`config.mk`:
```
export PLATFORM = sky130hd
export DESIGN_NAME = cr_kme_fifo_param
export DESIGN_NICKNAME = d
export VERILOG_FILES = /design/src/rtl/cr_kme_fifo_pkg.sv /design/src/rtl/cr_kme_fifo_mem.sv /design/src/rtl/cr_kme_fifo_param.sv
export SDC_FILE = /design/constraint.sdc
export NUM_CORES = 1
export LEC_CHECK = 0
export CORE_MARGIN = 8
export CORE_UTILIZATION = 29
export DETAILED_ROUTE_END_ITERATION = 8
export GPL_TIMING_DRIVEN = 0
export SLEW_MARGIN = 20
export SYNTH_ARGS = -nofsm -noshare
export SYNTH_HDL_FRONTEND = slang
export SYNTH_SLANG_ARGS = --single-unit
```
`constraint.sdc`:
```
create_clock -name clk -period 12.42 [get_ports clk]
set_clock_uncertainty 0.1 [all_clocks]
set_input_delay 2.484 -clock clk [delete_from_list [all_inputs] [get_ports clk]]
set_output_delay 2.484 -clock clk [all_outputs]
set_load 0.01 [all_outputs]
```
`src/rtl/cr_kme_fifo_pkg.sv`:
```
`default_nettype none
// ============================================================================
//  Module   : cr_kme_fifo_pkg
//  Purpose  : Width helpers shared by the parametrised KME FIFO.
//  Revision : 1.0 - initial release
// ============================================================================
package cr_kme_fifo_pkg;

    function automatic int fifo_ptr_width(input int depth);
        int w;
        w = $clog2(depth);
        return (w < 1) ? 1 : w;
    endfunction

    function automatic int fifo_cnt_width(input int depth);
        return $clog2(depth + 1);
    endfunction

endpackage
`default_nettype wire

```
`src/rtl/cr_kme_fifo_mem.sv`:
```
`default_nettype none
// ============================================================================
//  Module   : cr_kme_fifo_mem
//  Purpose  : Register array, one synchronous write port, one async read port.
//  Revision : 1.0 - initial release
// ============================================================================
module cr_kme_fifo_mem #(
    parameter int DATA_WIDTH = 263,
    parameter int DEPTH      = 4,
    parameter int PTR_WIDTH  = 2
) (
    input  logic                  clk,
    input  logic                  i_wr_en,
    input  logic [PTR_WIDTH-1:0]  i_wr_addr,
    input  logic [DATA_WIDTH-1:0] i_wr_data,
    input  logic [PTR_WIDTH-1:0]  i_rd_addr,
    output logic [DATA_WIDTH-1:0] o_rd_data
);

    // Payload storage carries no reset; validity is tracked by the occupancy count.
    logic [DATA_WIDTH-1:0] r_mem [DEPTH];

    always_ff @(posedge clk) begin
        if (i_wr_en) begin
            r_mem[i_wr_addr] <= i_wr_data;
        end
    end

    assign o_rd_data = r_mem[i_rd_addr];

endmodule
`default_nettype wire

```
`src/rtl/cr_kme_fifo_param.sv`:
```
`default_nettype none
// ============================================================================
//  Module   : cr_kme_fifo_param
//  Purpose  : Parametrised fall-through FIFO with early stall, clear and
//             occupancy / high-water reporting.
//  Revision : 1.0 - initial release
// ============================================================================
module cr_kme_fifo_param
    import cr_kme_fifo_pkg::*;
#(
    parameter int DATA_WIDTH      = 263,
    parameter int DEPTH           = 4,
    parameter int STALL_THRESHOLD = 0,
    parameter int CNT_WIDTH       = fifo_cnt_width(DEPTH)
) (
    input  logic                  clk,
    input  logic                  rst,
    input  logic [DATA_WIDTH-1:0] fifo_in,
    input  logic                  fifo_in_valid,
    input  logic                  fifo_out_ack,
    input  logic                  fifo_in_stall_override,
    input  logic                  fifo_clear,
    output logic                  fifo_in_stall,
    output logic [DATA_WIDTH-1:0] fifo_out,
    output logic                  fifo_out_valid,
    output logic                  fifo_overflow,
    output logic                  fifo_underflow,
    output logic [CNT_WIDTH-1:0]  used_slots,
    output logic [CNT_WIDTH-1:0]  free_slots,
    output logic [CNT_WIDTH-1:0]  high_water
);

    localparam int                   c_PTR_W     = fifo_ptr_width(DEPTH);
    localparam logic [c_PTR_W-1:0]   c_LAST_PTR  = c_PTR_W'(DEPTH - 1);
    localparam logic [CNT_WIDTH-1:0] c_DEPTH_CNT = CNT_WIDTH'(DEPTH);
    localparam logic [CNT_WIDTH-1:0] c_STALL_TH  = CNT_WIDTH'(STALL_THRESHOLD);

    logic [c_PTR_W-1:0]    r_wr_ptr_q, w_wr_ptr_d;
    logic [c_PTR_W-1:0]    r_rd_ptr_q, w_rd_ptr_d;
    logic [CNT_WIDTH-1:0]  r_used_q,   w_used_d;
    logic [CNT_WIDTH-1:0]  r_free_q,   w_free_d;
    logic [CNT_WIDTH-1:0]  r_high_q,   w_high_d;
    logic                  r_ovf_q,    w_ovf_d;
    logic                  r_unf_q,    w_unf_d;
    logic                  w_push;
    logic                  w_pop;
    logic                  w_wr_en;
    logic [DATA_WIDTH-1:0] w_rd_data;

    // Explicit wrap so non-power-of-two depths cycle correctly.
    function automatic logic [c_PTR_W-1:0] ptr_inc(input logic [c_PTR_W-1:0] p);
        return (p == c_LAST_PTR) ? '0 : p + c_PTR_W'(1);
    endfunction

    assign fifo_out_valid = (r_used_q != '0);
    assign w_pop          = fifo_out_valid & fifo_out_ack;
    assign w_push         = fifo_in_valid & ((r_used_q < c_DEPTH_CNT) | w_pop);
    assign w_wr_en        = w_push & ~fifo_clear & ~rst;

    always_comb begin
        w_wr_ptr_d = r_wr_ptr_q;
        w_rd_ptr_d = r_rd_ptr_q;
        w_used_d   = r_used_q;
        w_free_d   = r_free_q;
        w_high_d   = r_high_q;
        w_ovf_d    = 1'b0;
        w_unf_d    = 1'b0;
        if (fifo_clear) begin
            w_wr_ptr_d = '0;
            w_rd_ptr_d = '0;
            w_used_d   = '0;
            w_free_d   = c_DEPTH_CNT;
            w_high_d   = '0;
        end else begin
            if (w_push) w_wr_ptr_d = ptr_inc(r_wr_ptr_q);
            if (w_pop)  w_rd_ptr_d = ptr_inc(r_rd_ptr_q);
            if (w_push && !w_pop) begin
                w_used_d = r_used_q + CNT_WIDTH'(1);
                w_free_d = r_free_q - CNT_WIDTH'(1);
            end else if (w_pop && !w_push) begin
                w_used_d = r_used_q - CNT_WIDTH'(1);
                w_free_d = r_free_q + CNT_WIDTH'(1);
            end
            if (w_used_d > r_high_q) w_high_d = w_used_d;
            w_ovf_d = fifo_in_valid & ~w_push;
            w_unf_d = fifo_out_ack & ~fifo_out_valid;
        end
    end

    always_ff @(posedge clk) begin
        if (rst) begin
            r_wr_ptr_q <= '0;
            r_rd_ptr_q <= '0;
            r_used_q   <= '0;
            r_free_q   <= c_DEPTH_CNT;
            r_high_q   <= '0;
            r_ovf_q    <= 1'b0;
            r_unf_q    <= 1'b0;
        end else begin
            r_wr_ptr_q <= w_wr_ptr_d;
            r_rd_ptr_q <= w_rd_ptr_d;
            r_used_q   <= w_used_d;
            r_free_q   <= w_free_d;
            r_high_q   <= w_high_d;
            r_ovf_q    <= w_ovf_d;
            r_unf_q    <= w_unf_d;
        end
    end

    cr_kme_fifo_mem #(
        .DATA_WIDTH (DATA_WIDTH),
        .DEPTH      (DEPTH),
        .PTR_WIDTH  (c_PTR_W)
    ) u_mem (
        .clk       (clk),
        .i_wr_en   (w_wr_en),
        .i_wr_addr (r_wr_ptr_q),
        .i_wr_data (fifo_in),
        .i_rd_addr (r_rd_ptr_q),
        .o_rd_data (w_rd_data)
    );

    // Zero the output while empty so stale array contents never leak after reset.
    assign fifo_out       = fifo_out_valid ? w_rd_data : '0;
    assign fifo_in_stall  = (r_free_q <= c_STALL_TH) | fifo_in_stall_override;
    assign fifo_overflow  = r_ovf_q;
    assign fifo_underflow = r_unf_q;
    assign used_slots     = r_used_q;
    assign free_slots     = r_free_q;
    assign high_water     = r_high_q;

endmodule
`default_nettype wire

```
## Word-level counts from Yosys, hierarchy flattened

Memories as Yosys holds them, arrays and structs flattened. A register that Yosys moved wholly into a read port is not among the register bits.
Cells that the tools add are included.

| operators by class | value |
|---|---|
| $add $sub $neg | 6 |
| $mul | 0 |
| div/mod/pow operators | 0 |
| $lt $le $gt $ge | 3 |
| equality and inequality tests | 2 |
| shifts and indexed selects | 0 |
| muxes and demuxes | 12 |
| bitwise logic cells | 12 |
| reduce and logical (&&, ||, !) cells | 7 |

Operator list:

| operator | count |
|---|---|
| 2-to-1 mux 263 bit | 1 |
| 2-to-1 mux 3 bit | 5 |
| 2-to-1 mux 2 bit | 4 |
| adder 3 x 1 -> 3 bit, second input constant | 2 |
| AND 1 bit | 6 |
| subtractor 3 x 1 -> 3 bit, second input constant | 2 |
| adder 2 x 1 -> 2 bit, second input constant | 2 |
| == test 2 bit, second input constant | 2 |
| NOT 1 bit | 4 |
| greater-than comparator 3 bit | 1 |
| less-or-equal comparator 3 x 1 -> 1 bit, second input constant | 1 |
| less-than comparator 3 bit, second input constant | 1 |
| nonzero test 3 bit | 1 |
| logical AND 1 bit | 2 |
| zero test 1 bit | 2 |
| 2-to-1 mux 1 bit | 2 |
| OR 1 bit | 2 |
| nonzero test 2 bit | 1 |
| OR reduction 2 bit | 1 |

| storage, ports and cells | value |
|---|---|
| register bits | 15 |
| latch bits | 0 |
| memory bits (writable) | 1052 |
| ROM bits | 0 |
| bits of input ports | 269 |
| output and inout bits | 276 |
| word-level logic and storage cells | 50 |
| memories kept | 1 |

Memories:

| memory | depth | width | rd ports | clocked after memory_dff | write ports | RTL line | source |
|---|---|---|---|---|---|---|---|
| u_mem.r_mem | 4 | 263 | 1 | 1 | 1 | cr_kme_fifo_mem.sv:21 | `logic [DATA_WIDTH-1:0] r_mem [DEPTH];` |

## Depth between registers and ports, before layout

Gate-level depths: netlist of run 1.

| depth | value |
|---|---|
| depth after elaboration | 10 |
| mapped depth | 14 |
| gate-level depth less buffers | 13 |

## Hierarchy

A second synthesis of run 1 with hierarchy kept.

| unflattened totals | value |
|---|---|
| cell total of the unflattened synthesis | 1771 |
| area, all modules | 40525.1 um^2 |

Modules (own cells, without submodules):

| module | times used | cells an instance | area an instance (um^2) | seq. area each (um^2) |
|---|---|---|---|---|
| cr_kme_fifo_mem | 1 | 1377 | 37861.3 | 31590.3 |
| cr_kme_fifo_param | 1 | 394 | 2663.8 | 300.3 |

## Worst setup path after synthesis of run 1

OpenSTA, ideal clock, no wires.

| path | value |
|---|---|
| kind | input port to flip-flop |
| start | in fifo_clear |
| end | mem u_mem.r_mem[0][0], enable pin |
| library setup time | 0.660 ns |
| data arrival time | 8.878 ns |
| data required time | 11.660 ns |
| setup slack | 2.782 ns |
| stages | 2 |
| path buffers | 0 |
| cells stage by stage | nor2_1 and3_1 |

| on the way | value |
|---|---|
| longest elaborated chain between the ends | 5 |

Ends and longest elaborated chain:

| what | RTL line | source |
|---|---|---|
| start, declared | cr_kme_fifo_param.sv:22 | `input logic fifo_clear,` |
| NOT 1 bit | cr_kme_fifo_param.sv:58 | `assign w_wr_en = w_push & ~fifo_clear & ~rst;` |
| AND 1 bit (2 in series) | cr_kme_fifo_param.sv:58 |  |
| 2-to-1 mux 1 bit | cr_kme_fifo_mem.sv:24 | `if (i_wr_en) begin` |
| 2-to-1 mux 1 bit (not written as such) | cr_kme_fifo_mem.sv:25 | `r_mem[i_wr_addr] <= i_wr_data;` |
| end, declared | cr_kme_fifo_mem.sv:21 |  |

No other way between the ends.

## Worst setup path after layout of run 1

| path | value |
|---|---|
| start | reg r_used_q[0], in the netlist used_slots[0] |
| end | out fifo_out[193] |

| on the way | value |
|---|---|
| longest elaborated chain between the ends | 2 |

Ends and longest elaborated chain:

| what | RTL line | source |
|---|---|---|
| start, declared | cr_kme_fifo_param.sv:40 | `logic [CNT_WIDTH-1:0] r_used_q, w_used_d;` |
| start signal, assigned | cr_kme_fifo_param.sv:102 | `r_used_q <= w_used_d;` |
| nonzero test 3 bit | cr_kme_fifo_param.sv:55 | `assign fifo_out_valid = (r_used_q != '0);` |
| 2-to-1 mux 263 bit | cr_kme_fifo_param.sv:124 | `assign fifo_out = fifo_out_valid ? w_rd_data : '0;` |
| end, declared | cr_kme_fifo_param.sv:24 | `output logic [DATA_WIDTH-1:0] fifo_out,` |

No other way between the ends.

==> results of run 1 <==
==> Yosys cell counts <==
cell type  number  area [sq um]
edfxtp_1     1052         31600
and2_1        263          1650
mux4_2        263          5920
clkbuf_1       35           131
buf_2          31           155
dfxtp_1        17           340
buf_1          16          60.1
inv_1          15          56.3
ha_1           13           163
a21oi_1         8          40.0
buf_6           8          90.1
nor2_1          7          26.3
nand3_1         6          30.0
o21ai_0         6          30.0
and3_1          5          31.3
nor3_1          4          20.0
nand2_1         3          11.3
a211o_1         2          17.5
mux2i_1         2          20.0
nor2b_1         2          12.5
o211ai_1        2          15.0
or2_2           2          12.5
or3_1           2          12.5
or4_1           2          15.0
a2111oi_0       1          8.76
a211oi_1        1          7.51
a21o_1          1          7.51
a221oi_1        1          8.76
and3b_1         1          8.76
fa_1            1          20.0
nand2b_1        1          6.26
nand3b_1        1          7.51
nand4_1         1          6.26
nand4b_1        1          8.76
nor3b_1         1          7.51
xnor2_1         1          8.76
xor2_1          1          8.76
==> stage by stage <==
step	cells	utilization, %	instance area, sq um	hold WS (ns)	TNS, ns
finish	4445	37.8	52600	0.387	0
global route	4436	37.8	52500	0.433	0
CTS	4434	37.7	52500	0.391	0
detailed placement	4227	35.3	49100	0.379	0
global placement	4199	34.7	48400	0.372	-3788.23
floorplan	1779	-	40600	0.387	0
==> where the power goes <==
part | switching, W | internal [W]
combinational | 0.000197 | 0.000223
sequential | 0.00000914 | 0.00400
clock | 0.00137 | 0.00176
==> worst max-delay path by stage <==
stage	startpoint	endpoint	slack (ns)	depth (start not counted)
floorplan	fifo_clear	u_mem.r_mem[0][0]	2.78	2
global placement	fifo_clear	u_mem.r_mem[1][107]	-3.80	3
detailed placement	fifo_in_stall_override	fifo_in_stall	6.16	3
CTS	used_slots[0]	fifo_out[193]	5.66	9
global route	used_slots[0]	fifo_out[193]	5.56	9
finish	used_slots[0]	fifo_out[193]	5.90	9
==> cell type report <==
class | count | area (sq um)
timing repair buffer | 572 | 6160
tap | 1876 | 2350
clock buffer | 136 | 2910
multi-input combinational | 605 | 8160
sequential | 1069 | 31900
buffer | 90 | 440
clock inverter | 71 | 531
antenna | 11 | 27.5
fill | 12700 | 86600
inverter | 15 | 56.3
==> logic make-up after synthesis <==
kind of cell    after synthesis
xor+xnor                      2
flops                      1069
fa+ha+maj                    14
compound gates               22
buf+inv                     105
mux                         265
simple gates                302
==> state kept, by name, summed over array words and instances (netlist names), named ones only <==
name / count
high_water: 3
fifo_underflow: 1
r_rd_ptr_q: 2
u_mem.r_mem: 1052
fifo_overflow: 1
r_wr_ptr_q: 2
free_slots: 3
used_slots: 3
==> worst min-delay path, delay by kind of cell, from the launching register on <==
family,cells,cell delay (ns)
DFF,1,0.33
and+or+nand+nor,1,0.06
muxes,1,0.05
==> placed cells by master, fill, tap and decap left out, types with 2 or more instances in the layout <==
| cell type | count |
|---|---|
| inv_16 | 2 |
| a211o_1 | 2 |
| edfxtp_1 | 1052 |
| buf_2 | 32 |
| clkbuf_2 | 2 |
| mux2i_1 | 2 |
| nor2b_1 | 2 |
| diode_2 | 11 |
| nor2_1 | 7 |
| buf_1 | 15 |
| or4_1 | 2 |
| clkdlybuf4s50_1 | 544 |
| clkinv_1 | 36 |
| clkinvlp_4 | 4 |
| and2_1 | 263 |
| a21oi_1 | 8 |
| o211ai_1 | 2 |
| dfxtp_1 | 17 |
| mux4_2 | 263 |
| bufinv_16 | 4 |
| inv_6 | 6 |
| nand2_1 | 3 |
| buf_6 | 8 |
| or3_1 | 2 |
| buf_16 | 21 |
| o21ai_0 | 6 |
| clkinv_8 | 2 |
| clkbuf_16 | 113 |
| or2_2 | 2 |
| and3_4 | 4 |
| clkbuf_1 | 56 |
| inv_1 | 15 |
| clkinv_2 | 14 |
| nor3_1 | 4 |
| nand3_1 | 6 |
| ha_1 | 13 |
| buf_12 | 7 |
==> per-layer routing <==
metal | vias to the layer above | part of all wire (%) | GRT usage (%) | wire length [um]
li1 | 8707 | - | - | -
met1 | 10200 | 41 | 16.5 | 42000
met2 | 624 | 47 | 20.9 | 48000
met3 | 153 | 9.4 | 5.10 | 9580
met4 | 36 | 2.1 | 3.59 | 2140
met5 | - | 0.23 | 0 | 237
==> run metrics, run 1 <==
outcome=finished, final reports clean; I/O Buffers=544; overall die width=390 um; xor-xnor portion of the synthesized cell area=0.0432%; clock slew at reported path FFs=0.06 ns; First-pass DRT Iterations=4; TritonCTS clock tree=done; TritonCTS buffer count=113; Setup WS pre-CTS=6.16 ns; Area Growth Syn to Fin=29.6%; final worst slack=5.90 ns; WHS Endpoint=high_water[0]; crit-path max FO=11; Sink Count=1069; max incr delay on CP=0.62 ns; Root Buffer Master=clkbuf_16; Slowest-stage cell, CP=clkdlybuf4s50_1; largest family of logic cells by synthesized area=multiplexers; total track usage=13.0%; Arr. time, crit path=3.93 ns; Vias=19700; I/O pins=545; Synth Area in Compound Gates=0.333%; worst hold stages=2; mux cell area share after synthesis=14.7%; Reg2Reg Capture Point=high_water[1]; WP buf/inv=6; WP data required=9.84 ns; RSZ-0062 raised after global routing=no; Rel. slew slack=34.3%; final worst path period share=52.5%; drc violations=0; fmax=153 MHz; Tmin final=6.52 ns; worst-skew pair later-pin latency=0.72 ns; final hold viol count=0; Die H=390 um; CP Launch Type=register; first-pass GRT wire length=147000 um; Vias/cell=4.44; post-cts repair resize count=0; Seq cells post-synth=1069; Post-Syn Instances=1779; HP Class=register to register; syn_area_per_cell=22.8 sq um; worst slew pin tran=0.986 ns; final setup fails=0; antenna violations before repair=32; Synth Cell Area=40600 sq um; Peak VDD IR=0.120 mV; Design Power=0.00756 W; initial DRC count=989; P_leak=16.3 nW; core area=139000 sq um; Setup CP Type=register to primary output; WL/cell=23.0 um; largest net degree at the start of global routing=44; crit path capture type=primary output; final WL=102000 um; Site Rows=137; final net count=2749; MaxCap Viol Count=0; die area=152000 sq um; Simple-Gate Fraction of Synth Area=4.59%; Synth Area in Adders=0.450%; Yosys Warn Count=0; sequential fraction of the synthesis area=78.7%; global placement routability congestion=0.743; clk buf depth=3; R2R Setup Slk=9.04 ns; Post CTS Setup Buffer Count=0; worst hold path startpoint=high_water[0]; gr ovfl total=0; Post-DP HPWL=69700 um; Initial Util=29.1%; reg2reg start=used_slots[0]; crit path cell chain=inv_1 -> ha_1 -> nor2b_1 -> inv_1 -> clkbuf_2 -> buf_16 -> clkbuf_1 -> and2_1 -> clkdlybuf4s50_1; count of cell types in the netlist=37; CTS Hold Bufs=0; R2R cell count=14; CP delay by family, top=buffers and inverters; Post-Syn Nets=2062; antenna-violating nets left=0; cell mode on critical path=inv_1; share of cells above drive strength 1=19.0%; Max Slew Vio Count=0; htree depth=3; vias in the first global route=21200; Power Dens Cells=144 nW/um^2
No activity file was read; power rests on OpenSTA's default activity.
==> run 2: changes to the inputs <==
clock period = 5.4 ns   (was 12.42 ns; I/O delays follow)
==> run 2 against run 1 <==
  * Non-clock buffer count rose by 1
  * Worst hold slack got worse by 0.0025 ns
  * Utilization is 0.17 points higher
  * Critical path depth is 1 lower
  * First-iteration DRC count grew 7.5%
  * Combinational power grew 130%
  * Sequential share of layout area is 0.27 points lower
  * Sequential power grew 130%
  * Sequential cell count unchanged
  * Power increased by 140%
  * Die area is the same
  * Critical path type unchanged
==> run metrics, run 2 (synthesized netlist as in run 1, its figures left out) <==
final setup fails=0 (unchanged); crit path capture type=primary output; fmax=197 MHz; global placement routability congestion=0.733 (-1.4%); initial DRC count=1063 (+7.5%); I/O pins=545 (unchanged); worst-skew pair later-pin latency=0.70 ns (-0.02 ns); final net count=2750 (+0.036%); antenna-violating nets left=0 (unchanged); Tmin final=5.08 ns; post-cts repair resize count=0 (unchanged); first-pass GRT wire length=151000 um (+2.4%); vias in the first global route=21400 (+1.2%); I/O Buffers=544 (unchanged); max FFs per register=1052 (unchanged); clk buf depth=3 (unchanged); Rel. slew slack=32.1% (-2.2 points); Power Dens Cells=337 nW/um^2 (+130%); Root Buffer Master=clkbuf_16; share of cells above drive strength 1=19.5% (+0.45 points); WL/cell=23.6 um (+2.7%); most frequent cells in the layout=1052 x edfxtp_1, 544 x clkdlybuf4s50_1, 263 x mux4_2, 263 x and2_1, 118 x clkbuf_16; Initial Util=29.1% (unchanged); Setup CP Type=register to primary output; Max Slew Vio Count=0 (unchanged); P_leak=16.4 nW (+0.73%); htree depth=3 (unchanged); Post-DP HPWL=71900 um (+3.1%); Top reg by flops=u_mem.r_mem; core area=139000 sq um (unchanged); post-route cell area=52800 sq um (+0.45%); Site Rows=137 (unchanged); most common cell after layout, fill and taps aside=edfxtp_1; First-pass DRT Iterations=6 (+2); Vias=19900 (+0.73%); R2R cell count=14 (unchanged); HP Class=register to register; CTS Hold Bufs=0 (unchanged); die area=152000 sq um (unchanged); final worst path period share=94.0%; CP Launch Type=register; RSZ-0062 raised after global routing=no; Fin Setup TNS=0 ns (unchanged); clock slew at reported path FFs=0.06 ns (about the same); crit-path max FO=10 (-1); worst hold stages=2 (unchanged); placed inst area=49100 sq um (about the same); WP data required=4.22 ns (-5.62 ns); final WL=105000 um (+2.8%); Post CTS Setup Buffer Count=0 (unchanged); final hold viol count=0 (unchanged); drc violations=0 (unchanged); Sink Count=1069 (unchanged); overall die width=390 um (unchanged); largest net degree at the start of global routing=43 (-2.3%); TritonCTS buffer count=113 (unchanged); total track usage=13.4% (+0.33 points); TritonCTS clock tree=done; Die H=390 um (unchanged); gr ovfl total=0 (unchanged); worst slew pin tran=1.02 ns (+0.0331 ns); Arr. time, crit path=3.90 ns (-0.03 ns); Vias/cell=4.47 (+0.59%); Peak VDD IR=0.257 mV (+110%); outcome=finished, final reports clean; antenna violations before repair=35 (+9.4%); Area Growth Syn to Fin=30.2%; MaxCap Viol Count=0 (unchanged)
## run 2: path summary, 6_finish.rpt
| kind | slack [ns] | start | to |
|---|---|---|---|
| max | 0.32 | used_slots[0] | fifo_out[220] |
| min | 0.38 | high_water[0] | high_water[0] |
| max reg2reg | 1.94 | used_slots[0] | high_water[1] |
| min reg2reg | 0.38 | high_water[0] | high_water[0] |
## run 2: cell type report
cell class	count	area, sq um
plain buffers	89	439
diodes	19	47.5
flip-flops and latches	1069	31900
clock inverters	59	558
repair buffers	574	6200
inverters	15	56.3
multi-input cells	605	8160
clock buffers	145	3070
fillers	12700	86400
well taps	1876	2350
## run 2: power by group
part / internal [W] / leakage, nW / switching [W]
Combinational: 0.000514 / 5.00 / 0.000464
Clock: 0.00443 / 1.77 / 0.00315
Sequential: 0.00920 / 9.64 / 0.0000211
## run 2: through the flow
stage / setup WS [ns] / std cells / utilization (%) / total power [W] / hold WS [ns]
final: 0.323 / 4451 / 37.9 / 0.0178 / 0.384
after global routing: 0.0132 / 4436 / 37.9 / 0.0184 / 0.436
after CTS: 0.0130 / 4433 / 37.9 / 0.0181 / 0.389
after detailed placement: 0.839 / 4229 / 35.3 / 0.0104 / 0.378
after global placement: -3.59 / 4199 / 34.7 / 0.0104 / 0.375
after floorplan: 0.203 / 1779 / - / 0.00974 / 0.387
## run 2: worst max-delay path, stage by stage, from the launching register on
cell and delay (ns):
dfxtp_1 0.39, inv_1 0.08, ha_1 0.19, nor2b_1 0.18, inv_1 0.16, clkbuf_1 0.77
clkbuf_1 0.52, and2_1 0.22, clkdlybuf4s50_1 0.66
## run 2: per-layer routing
layer  vias to the layer above  wire length [um]  GRT usage (%)
li1                       8725                 -              -
met2                       598             50200           21.9
met3                       163             10300           5.85
met4                        26              2200           3.12
met5                         -               174              0
met1                     10400             42100           16.4
==> run 3: changes to the inputs <==
PLACE_DENSITY_LB_ADDON = 0.3   (was unset)
==> run 3 against run 2 <==
  * Non-clock buffer count shrank 2
  * Combinational power shrank 1%
  * Critical path depth grew 1
  * Fmax grew 1.3%
  * Sequential share of layout area grew 0.069 points
  * Register-to-register slack gained 0.02 ns
  * Largest power group unchanged
==> run metrics, run 3 (synthesized netlist as in run 1, its figures left out) <==
outcome=finished, final reports clean; worst slew pin tran=0.897 ns (-0.122 ns); clk buf depth=3 (unchanged); WP data required=4.22 ns (about the same); Site Rows=137 (unchanged); Setup CP Type=register to primary output; crit-path max FO=17 (+7); Sink Count=1069 (unchanged); Tmin final=5.01 ns (-0.0634 ns); most frequent cells in the layout=1052 x edfxtp_1, 544 x clkdlybuf4s50_1, 263 x mux4_2, 263 x and2_1, 115 x clkbuf_16; worst-skew pair later-pin latency=0.71 ns (about the same); MaxCap Viol Count=0 (unchanged); I/O Buffers=544 (unchanged); Top reg by flops=u_mem.r_mem; R2R cell count=14 (unchanged); CTS Hold Bufs=0 (unchanged); Post-DP HPWL=71500 um (-0.65%); worst hold path startpoint=high_water[0]; antenna-violating nets left=0 (unchanged); final worst slack=0.386 ns (+0.0634 ns); gr ovfl total=0 (unchanged); final net count=2749 (-0.036%); RSZ-0062 raised after global routing=no; fmax=199 MHz (+1.3%); vias in the first global route=21900 (+2.3%); final worst path period share=92.8% (-1.2 points); share of cells above drive strength 1=19.2% (-0.24 points); Die H=390 um (unchanged); Arr. time, crit path=3.83 ns (-0.07 ns); core area=139000 sq um (unchanged); htree depth=3 (unchanged); final setup fails=0 (unchanged); most common cell after layout, fill and taps aside=edfxtp_1; First-pass DRT Iterations=5 (-1); overall die width=390 um (unchanged); WHS Endpoint=high_water[0]; HP Class=register to register; Fin Setup TNS=0 ns (unchanged); first-pass GRT wire length=149000 um (-0.91%); crit path capture type=primary output; Final Core Density=37.9% (-0.043 points); TritonCTS buffer count=114 (+0.88%); total track usage=13.2% (-0.19 points); I/O pins=545 (unchanged); largest net degree at the start of global routing=45 (+4.7%); TritonCTS clock tree=done; Vias/cell=4.45 (-0.36%); antenna violations before repair=32 (-8.6%); CP Launch Type=register; WL/cell=23.0 um (-2.4%); final hold viol count=0 (unchanged); Max Slew Vio Count=0 (unchanged); initial DRC count=1226 (+15%); R2R Setup Slk=1.96 ns (+0.02 ns); global placement routability congestion=0.763 (+4.1%); drc violations=0 (unchanged); Peak VDD IR=0.272 mV (+5.6%); max FFs per register=1052 (unchanged); Root Buffer Master=clkbuf_16; P_leak=16.4 nW (-0.32%); Rel. slew slack=40.2% (+8.1 points); Vias=19900 (-0.096%); Reg2Reg Capture Point=high_water[1]; final WL=103000 um (-2.1%); Setup WS pre-CTS=0.821 ns (-0.0175 ns); reg2reg start=used_slots[0]; Fill cells=12700 (-0.32%); Power Dens Cells=334 nW/um^2 (-0.81%); Initial Util=29.1% (unchanged); die area=152000 sq um (unchanged); worst hold stages=2 (unchanged); post-cts repair resize count=0 (unchanged); Area Growth Syn to Fin=30.0%; clock slew at reported path FFs=0.06 ns (about the same)
[run 3: how the worst max path moves through the flow]
| stage | slack (ns) | endpoint | cells past startpoint | from |
|---|---|---|---|---|
| 6_report | 0.39 | fifo_out[91] | 9 | used_slots[0] |
| 3_5_place_dp | 0.82 | fifo_out[191] | 9 | used_slots[0] |
| 3_3_place_gp | -3.23 | u_mem.r_mem[1][114] | 3 | fifo_clear |
| 4_1_cts | 0.009 | fifo_out[51] | 9 | used_slots[0] |
| 5_1_grt | 0.02 | fifo_out[91] | 9 | used_slots[1] |
| 2_1_floorplan | 0.20 | u_mem.r_mem[0][0] | 2 | fifo_clear |
[run 3: metal layers]
metal | global-route usage, % | part of all wire (%) | up-vias
li1 | - | - | 8743
met5 | 0 | 0.11 | -
met4 | 3.87 | 2.1 | 20
met1 | 15.8 | 39 | 10300
met3 | 5.30 | 9.3 | 156
met2 | 21.9 | 49 | 601
[run 3: what timing repair did]
item	4_1_cts	5_1_grt
endpoints found under the setup margin	1	1
buffers inserted	0	0
pin swaps	0	0
[run 3: cell type report]
class | instances | area, sq um | share of cell area [%]
flip-flops and latches | 1069 | 31900 | 60.5
multi-input cells | 605 | 8160 | 15.5
repair buffers | 573 | 6200 | 11.8
clock buffers | 145 | 2990 | 5.67
well taps | 1876 | 2350 | 4.45
clock inverters | 67 | 571 | 1.08
plain buffers | 88 | 433 | 0.821
diodes | 25 | 62.6 | 0.119
inverters | 15 | 56.3 | 0.107
[run 3: per-stage QoR]
stage / power [W] / hold WS, ns / cells / area, sq um
floorplan: 0.00974 / 0.387 / 1779 / 40600
global placement: 0.0104 / 0.385 / 4199 / 48400
detailed placement: 0.0104 / 0.389 / 4228 / 49100
CTS: 0.0179 / 0.401 / 4439 / 52700
global route: 0.0182 / 0.439 / 4443 / 52700
finish: 0.0176 / 0.402 / 4463 / 52700
[run 3: where the power goes]
group	switching [W]	internal, W	total, W
Combinational	0.000451	0.000514	0.000964
Sequential	0.0000217	0.00920	0.00923
Clock	0.00314	0.00429	0.00743
[run 3: critical path: stages, from the launching register on]
cell and delay, ns:
dfxtp_1 0.40, inv_1 0.09, ha_1 0.19, nor2b_1 0.18, inv_1 0.18, clkbuf_2 0.35
buf_16 0.22, clkbuf_1 0.59, and2_1 0.28, clkdlybuf4s50_1 0.61
